$ cat src/rtl/mac_seq_ctrl_if.sv
// Operand-pair input stream and result-byte output stream of the MAC sequencer.
// The slave modport is the sequencer side; the master modport is the feeding/draining side.
interface mac_seq_ctrl_if #(
    parameter int IN_W = 8
);
    logic            in_valid;
    logic            in_ready;
    logic [IN_W-1:0] in_a;
    logic [IN_W-1:0] in_b;
    logic            out_valid;
    logic            out_ready;
    logic [7:0]      out_data;
    logic            out_last;

    modport master (
        output in_valid, in_a, in_b, out_ready,
        input  in_ready, out_valid, out_data, out_last
    );

    modport slave (
        input  in_valid, in_a, in_b, out_ready,
        output in_ready, out_valid, out_data, out_last
    );
endinterface

$ cat src/rtl/mac_seq_ctrl.sv
// Sequences one shared MAC unit through a COUNT-pair dot product, then drains the
// accumulator LS-byte first. All outputs come straight from registers.
module mac_seq_ctrl #(
    parameter int COUNT = 8,
    parameter int IN_W  = 8,
    parameter int ACC_W = 20
) (
    input  logic             clk,
    input  logic             rst_n,
    input  logic             start,
    input  logic             abort,
    output logic             busy,
    mac_seq_ctrl_if.slave    bus,
    output logic             mac_clr,
    output logic             mac_en,
    output logic [IN_W-1:0]  mac_a,
    output logic [IN_W-1:0]  mac_b,
    input  logic [ACC_W-1:0] mac_acc,
    output logic             done
);
    localparam int OUT_BYTES = (ACC_W + 7) / 8;
    localparam int RES_W     = OUT_BYTES * 8;
    localparam int CNT_W     = $clog2(COUNT + 1);
    localparam int IDX_W     = (OUT_BYTES > 1) ? $clog2(OUT_BYTES) : 1;

    typedef enum logic [2:0] {
        S_IDLE,
        S_CLEAR,
        S_ACCUM,
        S_SETTLE,
        S_DRAIN,
        S_DONE
    } state_t;

    state_t           r_state;
    logic [CNT_W-1:0] r_pair_cnt;
    logic [IDX_W-1:0] r_byte_idx;
    logic [RES_W-1:0] r_result;
    logic             r_settle;
    logic             r_busy;
    logic             r_in_ready;
    logic             r_mac_clr;
    logic             r_mac_en;
    logic [IN_W-1:0]  r_mac_a;
    logic [IN_W-1:0]  r_mac_b;
    logic             r_out_valid;
    logic [7:0]       r_out_data;
    logic             r_out_last;
    logic             r_done;

    logic             w_in_hs;
    logic [IDX_W-1:0] w_next_idx;
    logic [7:0]       w_next_byte;
    logic [RES_W-1:0] w_acc_ext;

    assign w_in_hs     = bus.in_valid & r_in_ready;
    assign w_next_idx  = r_byte_idx + 1'b1;
    assign w_next_byte = 8'(r_result >> {w_next_idx, 3'b000});
    assign w_acc_ext   = RES_W'(mac_acc);

    // NOTE: state lives in one clocked block with non-blocking assignments only, so every
    // register sees pre-edge values of the others regardless of statement order.
    always_ff @(posedge clk or negedge rst_n) begin
        if (!rst_n) begin
            r_state     <= S_IDLE;
            r_pair_cnt  <= '0;
            r_byte_idx  <= '0;
            r_result    <= '0;
            r_settle    <= 1'b0;
            r_busy      <= 1'b0;
            r_in_ready  <= 1'b0;
            r_mac_clr   <= 1'b0;
            r_mac_en    <= 1'b0;
            r_mac_a     <= '0;
            r_mac_b     <= '0;
            r_out_valid <= 1'b0;
            r_out_data  <= '0;
            r_out_last  <= 1'b0;
            r_done      <= 1'b0;
        end else begin
            r_mac_clr <= 1'b0;
            r_mac_en  <= 1'b0;
            r_done    <= 1'b0;

            // Abort wins over start and handshakes; the MAC is wiped on the way out.
            if (abort && r_state != S_IDLE) begin
                r_state     <= S_IDLE;
                r_pair_cnt  <= '0;
                r_byte_idx  <= '0;
                r_settle    <= 1'b0;
                r_busy      <= 1'b0;
                r_in_ready  <= 1'b0;
                r_mac_clr   <= 1'b1;
                r_out_valid <= 1'b0;
                r_out_data  <= '0;
                r_out_last  <= 1'b0;
            end else begin
                case (r_state)
                    S_IDLE: begin
                        if (start && !abort) begin
                            r_state    <= S_CLEAR;
                            r_busy     <= 1'b1;
                            r_mac_clr  <= 1'b1;
                            r_pair_cnt <= '0;
                        end
                    end

                    S_CLEAR: begin
                        r_state    <= S_ACCUM;
                        r_in_ready <= 1'b1;
                    end

                    S_ACCUM: begin
                        if (w_in_hs) begin
                            r_mac_a    <= bus.in_a;
                            r_mac_b    <= bus.in_b;
                            r_mac_en   <= 1'b1;
                            r_pair_cnt <= r_pair_cnt + 1'b1;
                            if (r_pair_cnt == CNT_W'(COUNT - 1)) begin
                                r_state    <= S_SETTLE;
                                r_in_ready <= 1'b0;
                                r_settle   <= 1'b0;
                            end
                        end
                    end

                    // First cycle carries the final mac_en; the accumulator is final in the second.
                    S_SETTLE: begin
                        if (!r_settle) begin
                            r_settle <= 1'b1;
                        end else begin
                            r_settle    <= 1'b0;
                            r_result    <= w_acc_ext;
                            r_byte_idx  <= '0;
                            r_out_valid <= 1'b1;
                            r_out_data  <= w_acc_ext[7:0];
                            r_out_last  <= (OUT_BYTES == 1);
                            r_state     <= S_DRAIN;
                        end
                    end

                    S_DRAIN: begin
                        if (bus.out_ready) begin
                            if (r_out_last) begin
                                r_out_valid <= 1'b0;
                                r_out_last  <= 1'b0;
                                r_done      <= 1'b1;
                                r_state     <= S_DONE;
                            end else begin
                                r_byte_idx <= w_next_idx;
                                r_out_data <= w_next_byte;
                                r_out_last <= (w_next_idx == IDX_W'(OUT_BYTES - 1));
                            end
                        end
                    end

                    S_DONE: begin
                        r_busy  <= 1'b0;
                        r_state <= S_IDLE;
                    end

                    default: r_state <= S_IDLE;
                endcase
            end
        end
    end

    assign busy          = r_busy;
    assign bus.in_ready  = r_in_ready;
    assign mac_clr       = r_mac_clr;
    assign mac_en        = r_mac_en;
    assign mac_a         = r_mac_a;
    assign mac_b         = r_mac_b;
    assign bus.out_valid = r_out_valid;
    assign bus.out_data  = r_out_data;
    assign bus.out_last  = r_out_last;
    assign done          = r_done;
endmodule

$ cat src/flat_wrapper.sv
// flat-port wrapper written by rule: the top's interface ports become plain ports
module mac_seq_ctrl_flat 
#(
    parameter int COUNT = 8,
    parameter int IN_W  = 8,
    parameter int ACC_W = 20
)
  (clk, rst_n, start, abort, busy, mac_clr, mac_en, mac_a, mac_b, mac_acc, done, bus_in_valid, bus_in_a, bus_in_b, bus_out_ready, bus_in_ready, bus_out_valid, bus_out_data, bus_out_last);
  mac_seq_ctrl_if #(.IN_W(IN_W)) bus_i ();
  input  logic clk;
  input  logic rst_n;
  input  logic start;
  input  logic abort;
  output logic busy;
  output logic mac_clr;
  output logic mac_en;
  output logic [IN_W-1:0] mac_a;
  output logic [IN_W-1:0] mac_b;
  input  logic [ACC_W-1:0] mac_acc;
  output logic done;
  input wire logic [$bits(bus_i.in_valid)-1:0] bus_in_valid;
  input wire logic [$bits(bus_i.in_a)-1:0] bus_in_a;
  input wire logic [$bits(bus_i.in_b)-1:0] bus_in_b;
  input wire logic [$bits(bus_i.out_ready)-1:0] bus_out_ready;
  output wire logic [$bits(bus_i.in_ready)-1:0] bus_in_ready;
  output wire logic [$bits(bus_i.out_valid)-1:0] bus_out_valid;
  output wire logic [$bits(bus_i.out_data)-1:0] bus_out_data;
  output wire logic [$bits(bus_i.out_last)-1:0] bus_out_last;
  assign bus_i.in_valid = bus_in_valid;
  assign bus_i.in_a = bus_in_a;
  assign bus_i.in_b = bus_in_b;
  assign bus_i.out_ready = bus_out_ready;
  assign bus_in_ready = bus_i.in_ready;
  assign bus_out_valid = bus_i.out_valid;
  assign bus_out_data = bus_i.out_data;
  assign bus_out_last = bus_i.out_last;
  mac_seq_ctrl #(.COUNT(COUNT), .IN_W(IN_W), .ACC_W(ACC_W)) u_core (.clk(clk), .rst_n(rst_n), .start(start), .abort(abort), .busy(busy), .bus(bus_i), .mac_clr(mac_clr), .mac_en(mac_en), .mac_a(mac_a), .mac_b(mac_b), .mac_acc(mac_acc), .done(done));
endmodule
$ cat config.mk
export PLATFORM = sky130hd
export DESIGN_NAME = mac_seq_ctrl_flat
export DESIGN_NICKNAME = d
export VERILOG_FILES = /design/src/rtl/mac_seq_ctrl_if.sv /design/src/rtl/mac_seq_ctrl.sv /design/src/flat_wrapper.sv
export SDC_FILE = /design/constraint.sdc
export NUM_CORES = 1
export LEC_CHECK = 0
export CAP_MARGIN = 0
export CELL_PAD_IN_SITES_DETAIL_PLACEMENT = 0
export CELL_PAD_IN_SITES_GLOBAL_PLACEMENT = 2
export CORE_UTILIZATION = 32
export DETAILED_ROUTE_END_ITERATION = 10
export PLACE_DENSITY = 0.84
export SLEW_MARGIN = 10
export SYNTH_ARGS = -nofsm -noshare
export SYNTH_HDL_FRONTEND = slang
export SYNTH_SLANG_ARGS = --single-unit
$ cat constraint.sdc
create_clock -name clk -period 2.5 [get_ports clk]
set_clock_uncertainty 0.2 [all_clocks]
set_input_delay 0.625 -clock clk [delete_from_list [all_inputs] [get_ports clk]]
set_output_delay 0.625 -clock clk [all_outputs]
set_load 0.02 [all_outputs]
# --- Yosys cells after proc, flatten, opt, wreduce, memory -nomap -nowiden ---
# Index checks and enable logic that the tools add are counted.
totals:
  wordCells: 106
  in_bits: 42
  output_inout_bits: 31
  register_bits: 61
classes:
  muxes: 52
  n_eq_ne: 14
  add_sub_neg: 2
  n_reduce_logical: 20
  n_shift: 1
  bitwise_logic: 2
ops:
  columns: ["operator", "count"]
  rows:
  - ["2-to-1 mux 8 bit", 4]
  - ["2-to-1 mux 1 bit", 25]
  - ["2-to-1 mux 3 bit", 7]
  - ["right shift 20 x 5 -> 8 bit", 1]
  - ["AND reduction 3 bit", 6]
  - ["nonzero test 3 bit", 6]
  - ["case mux 8 bit (2 select lines)", 1]
  - ["inequality test 3 x 1 -> 1 bit, second input constant", 5]
  - ["case mux 3 bit (5 select lines)", 1]
  - ["2-to-1 mux 4 bit", 3]
  - ["case mux 1 bit (2 select lines)", 5]
  - ["2-to-1 mux 2 bit", 4]
  - ["case mux 4 bit (2 select lines)", 1]
  - ["AND reduction 4 bit", 2]
  - ["== test 3 x 2 -> 1 bit, second input constant", 2]
  - ["== test 3 bit, second input constant", 2]
  - ["AND reduction 6 bit", 1]
  - ["adder 4 x 1 -> 4 bit, second input constant", 1]
  - ["== test 4 x 3 -> 1 bit, second input constant", 1]
  - ["case mux 2 bit (2 select lines)", 1]
  - ["== test 3 x 1 -> 1 bit, second input constant", 1]
  - ["logical NOT 3 bit", 1]
  - ["inequality test 3 x 2 -> 1 bit, second input constant", 1]
  - ["inequality test 3 bit, second input constant", 1]
  - ["other kinds (7)", 8]

# --- Depth between registers and ports, before layout ---
depth:
  ltp_word: 6
  mapped_depth: 6
  mapped_depth_nobuf: 6

# --- Least setup slack after synthesis ---
# No wires, ideal clock.
synth_timing:
  path_type: "in2reg"
  from: "input port abort"
  to: "register u_core.r_result[10]"
  path_buffers: 2
  required_time_ns: 2.175
  slack_ns: 0.462
  path_stages: 6
  setup_time_ns: 0.125
  arrival_time_ns: 1.713
  path_cell_list: "nand2b_1 nor2_1 and3_1 buf_4 buf_4 mux2_2"
synth_between:
  elab_chain_len: 3
synth_rtl:
  columns: ["element", "line_no", "source"]
  rows:
  - ["start, declared", "flat_wrapper.sv:13", "input logic abort;"]
  - ["logical AND 1 bit", "mac_seq_ctrl.sv:86", "if (abort && r_state != S_IDLE) begin"]
  - ["inverter 1 bit (no line)", null, null]
  - ["AND reduction 3 bit (no line)", null, null]
  - ["end signal, assigned", "mac_seq_ctrl.sv:133", "r_result <= w_acc_ext;"]
  - ["end, declared", "mac_seq_ctrl.sv:38", "logic [RES_W-1:0] r_result;"]
# Every way passes these cells.
# A chain may end at the register's enable or synchronous reset.

# --- Worst setup path in the final report ---
layout_timing:
  from: "input port abort"
  to: "register u_core.r_out_data[7], in the netlist u_core.bus.out_data[7]"
layout_between:
  elab_chain_len: 3
  elab_cells_between_ends: 7
  cone_classes: "eq/ne: 3; mux: 1; reduce/logical: 3"
layout_rtl:
  columns: ["element", "line_no", "source"]
  rows:
  - ["logical AND 1 bit *", "mac_seq_ctrl.sv:86", null]
  - ["inequality test 3 bit (no line), or another cell as far along", null, null]
  - ["AND reduction 4 bit (no line)", null, null]
  - ["end signal, assigned", "mac_seq_ctrl.sv:136", "r_out_data <= w_acc_ext[7:0];"]
  - ["end signal, assigned", "mac_seq_ctrl.sv:151", "r_out_data <= w_next_byte;"]
  - ["end, declared", "mac_seq_ctrl.sv:47", "logic [7:0] r_out_data;"]
# Every way passes the cells marked *; elsewhere a longest branch is shown, timed or not.

==> impl_results.md <==
* Delay-heaviest family, CP: buffers and inverters
* Reg-to-Reg Start: u_core.r_state[1]$_DFFE_PN0P_
* Met2 global-route usage at 21.5%
* Layout area overhead at 41.5%
* # DRC at 0
* CP max stage cell: clkdlybuf4s50_1
* Die Span Y at 96.6 um
* Grt met3 use at 5.06%
* CTS clk-pin slew, worst paths at 70 ps
* PwrDens at 958 nW/um^2
* Post-synth EDFFs at 0
* First-pass DRT Iterations at 4
* PnR worst setup slack at 191 ps
* Antenna diodes at 0
* Final Hold Fails at 0
* CP required at 2520 ps
* Starting Density at 33.0%
* Setup_tns at 0 ps
* Longest Clk Path Bufs at 2
* Final core occ at 46.7%
* Seq cells post-synth at 61
* GRT Util Overall at 14.6%
* Slew Viols, Final at 0
* Initial DRC Count at 121
* Tightest Hold Check Type: input pin to async pin
* Clock tree sinks at 61
* Post-DP HPWL at 4550 um
* Pleak at 0.00174 uW
* # setup viols final at 0
* CP Cell Sequence: clkdlybuf4s50_1, buf_4, nand2_1, and4_1, a21oi_4, mux2_2
* # IOs at 73
* Layout cells sized above 1 at 28.1%
* FFs w/ async S/R, synth at 100%
* Max FO, Critical Path at 7
* Core Area at 8680 um^2
* Most frequent cells in the layout: clkdlybuf4s50_1 (71), dfrtp_1 (61), mux2_2 (46)
* Maxcap violations at 0
* Hold-fix buffers, CTS at 0
* Count of cell types in the netlist at 43
* Tightest Pin Transition at 558 ps
* Pre-CTS WS at -157 ps
* Syn Area/Cell at 12.7 um^2
* Grt met1 use at 19.5%
* Largest net degree at the start of global routing at 42
* Warnings from Yosys at 0
* Total CTS buffers at 9
* RSZ-0062 raised after global routing: false
* Leading cell type in the layout, fill and taps excluded: clkdlybuf4s50_1
* Max transition margin at 62.8%
* Finished Cell Area at 4060 um^2
* Flop-to-flop setup slack at 360 ps
* Grt ovf at 0
* Die Span X at 96.6 um
* Post-Synthesis Cells at 225
* Non-filler cells, final at 432
* Min Tclk post-route at 2310 ps
* Setup Fix Bufs, Post-CTS at 0
* Detailed-route via count at 2098
* H-tree levels at 3
* Max Fclk at 433 MHz
* Post-CTS resize count at 0
* Post-DP Area at 3830 um^2
* Detailed Route WL at 6400 um
* Vias in the first global route at 2176
* Slowest stage delay, CP at 650 ps
* GP Congestion at 0.755
* Avg WL per Cell at 14.8 um
* Latest clock arrival within the worst-skew pair at 340 ps
* CP Launch Type: input pin
* Placed instance count at 416
* CP Class: input pin to flip-flop
* CTS root buf: clkbuf_8
* I/O Buffers at 72
* First-pass GRT wire length at 10800 um
* Outcome: finished, final reports clean
* Busiest layer in global routing: met2
* Routed Antenna Nets at 0
* Post-synth top flop: dfrtp_1
* Worst path buffer plus inverter count at 2
* Critical Path Sink Type: flip-flop
* Crit path from: abort
* Fin nets at 363
* Worst VDD drop at 0.523 mV
* CTS tree: done
* Via density at 4.86
* Row count at 34
* Antenna violations before repair at 0
* Syn Nets at 269
* Die Area at 9340 um^2
* Post-synthesis cell area at 2870 um^2
* Part of the cycle the worst path needs at 92.3%
* Sequential-to-total area share from yosys stat at 53.3%
* Crit path arrival time at 2320 ps
[path summary, 6_finish.rpt]
check,end,cells past startpoint
max in group asynchronous,u_core.r_state[2]$_DFFE_PN0P_,2
worst max-delay path,u_core.bus.out_data[7]$_DFFE_PN0P_,6
min in group clk,u_core.r_result[14]$_DFFE_PN0P_,1
worst min register to register,u_core.r_result[14]$_DFFE_PN0P_,1
worst min-delay path,u_core.r_result[8]$_DFFE_PN0P_,1
worst max register to register,u_core.mac_a[6]$_DFFE_PN0P_,4
[stage by stage]
step	total power [uW]	hold WS, ps
floorplan	2270	129
global placement	2910	284
detailed placement	2930	291
CTS	3940	77.0
global route	4110	82.7
finish	3890	63.7
[worst register-to-register path: cells and delay by family, from the launching register on]
| family | cells | cell delay (ps) |
|---|---|---|
| buffers and inverters | 1 | 220 |
| flip-flops | 1 | 690 |
| AND/OR/NAND/NOR | 2 | 570 |
| multiplexers | 1 | 340 |
[registers in the layout (all words and copies together) (netlist names), 2 cells and up]
register / cells
u_core.r_result: 20
u_core.r_byte_idx: 2
u_core.mac_a: 8
u_core.r_pair_cnt: 4
u_core.r_state: 3
u_core.mac_b: 8
u_core.bus.out_data: 8
[per-layer routing]
metal,vias up,wire length (um)
li1,1020,-
met1,1014,3110
met2,53,2860
met3,11,300
met4,0,128
met5,-,0
[report_power, final]
part           internal, uW  leakage [uW]  switching (uW)
logic                   779      0.000840             568
clock network           586      0.000112             397
registers              1330      0.000788             224
total                  2700       0.00174            1190
[logic make-up (layout without fill, tap and decap cells)]
group | Yosys count | count (layout) | synth area share (%)
DFF | 61 | 61 | 53.3
muxes | 53 | 53 | 20.5
buffers and inverters | 17 | 116 | 3.71
xor gates and xnor gates | 1 | 1 | 0.306
and+or+nand+nor | 53 | 53 | 11.2
adders and majority gates | 2 | 2 | 0.873
AOI/OAI and AO/OA | 38 | 38 | 10.2
[area by class of cell]
class | count | area (um^2)
fill | 815 | 4620
sequential | 61 | 1530
multi-input combinational | 147 | 1230
timing repair buffer | 96 | 921
clock buffer | 10 | 138
tap | 108 | 135
clock inverter | 6 | 86.3
inverter | 4 | 15.0
[cell usage after synthesis, types with 3 or more instances]
master / number / share of area [%]
a21oi_1: 4 / 0.70
dfrtp_1: 61 / 53
nor2_1: 3 / 0.39
mux2_2: 46 / 18
buf_6: 3 / 1.2
inv_1: 4 / 0.52
a221o_1: 4 / 1.4
a2bb2oi_1: 3 / 0.92
o2bb2ai_1: 5 / 1.5
nand2_1: 20 / 2.6
mux2i_1: 7 / 2.4
buf_4: 4 / 1.0
buf_2: 4 / 0.70
o21ai_0: 9 / 1.6
nor2b_1: 10 / 2.2
No activity file was read; power rests on OpenSTA's default activity.
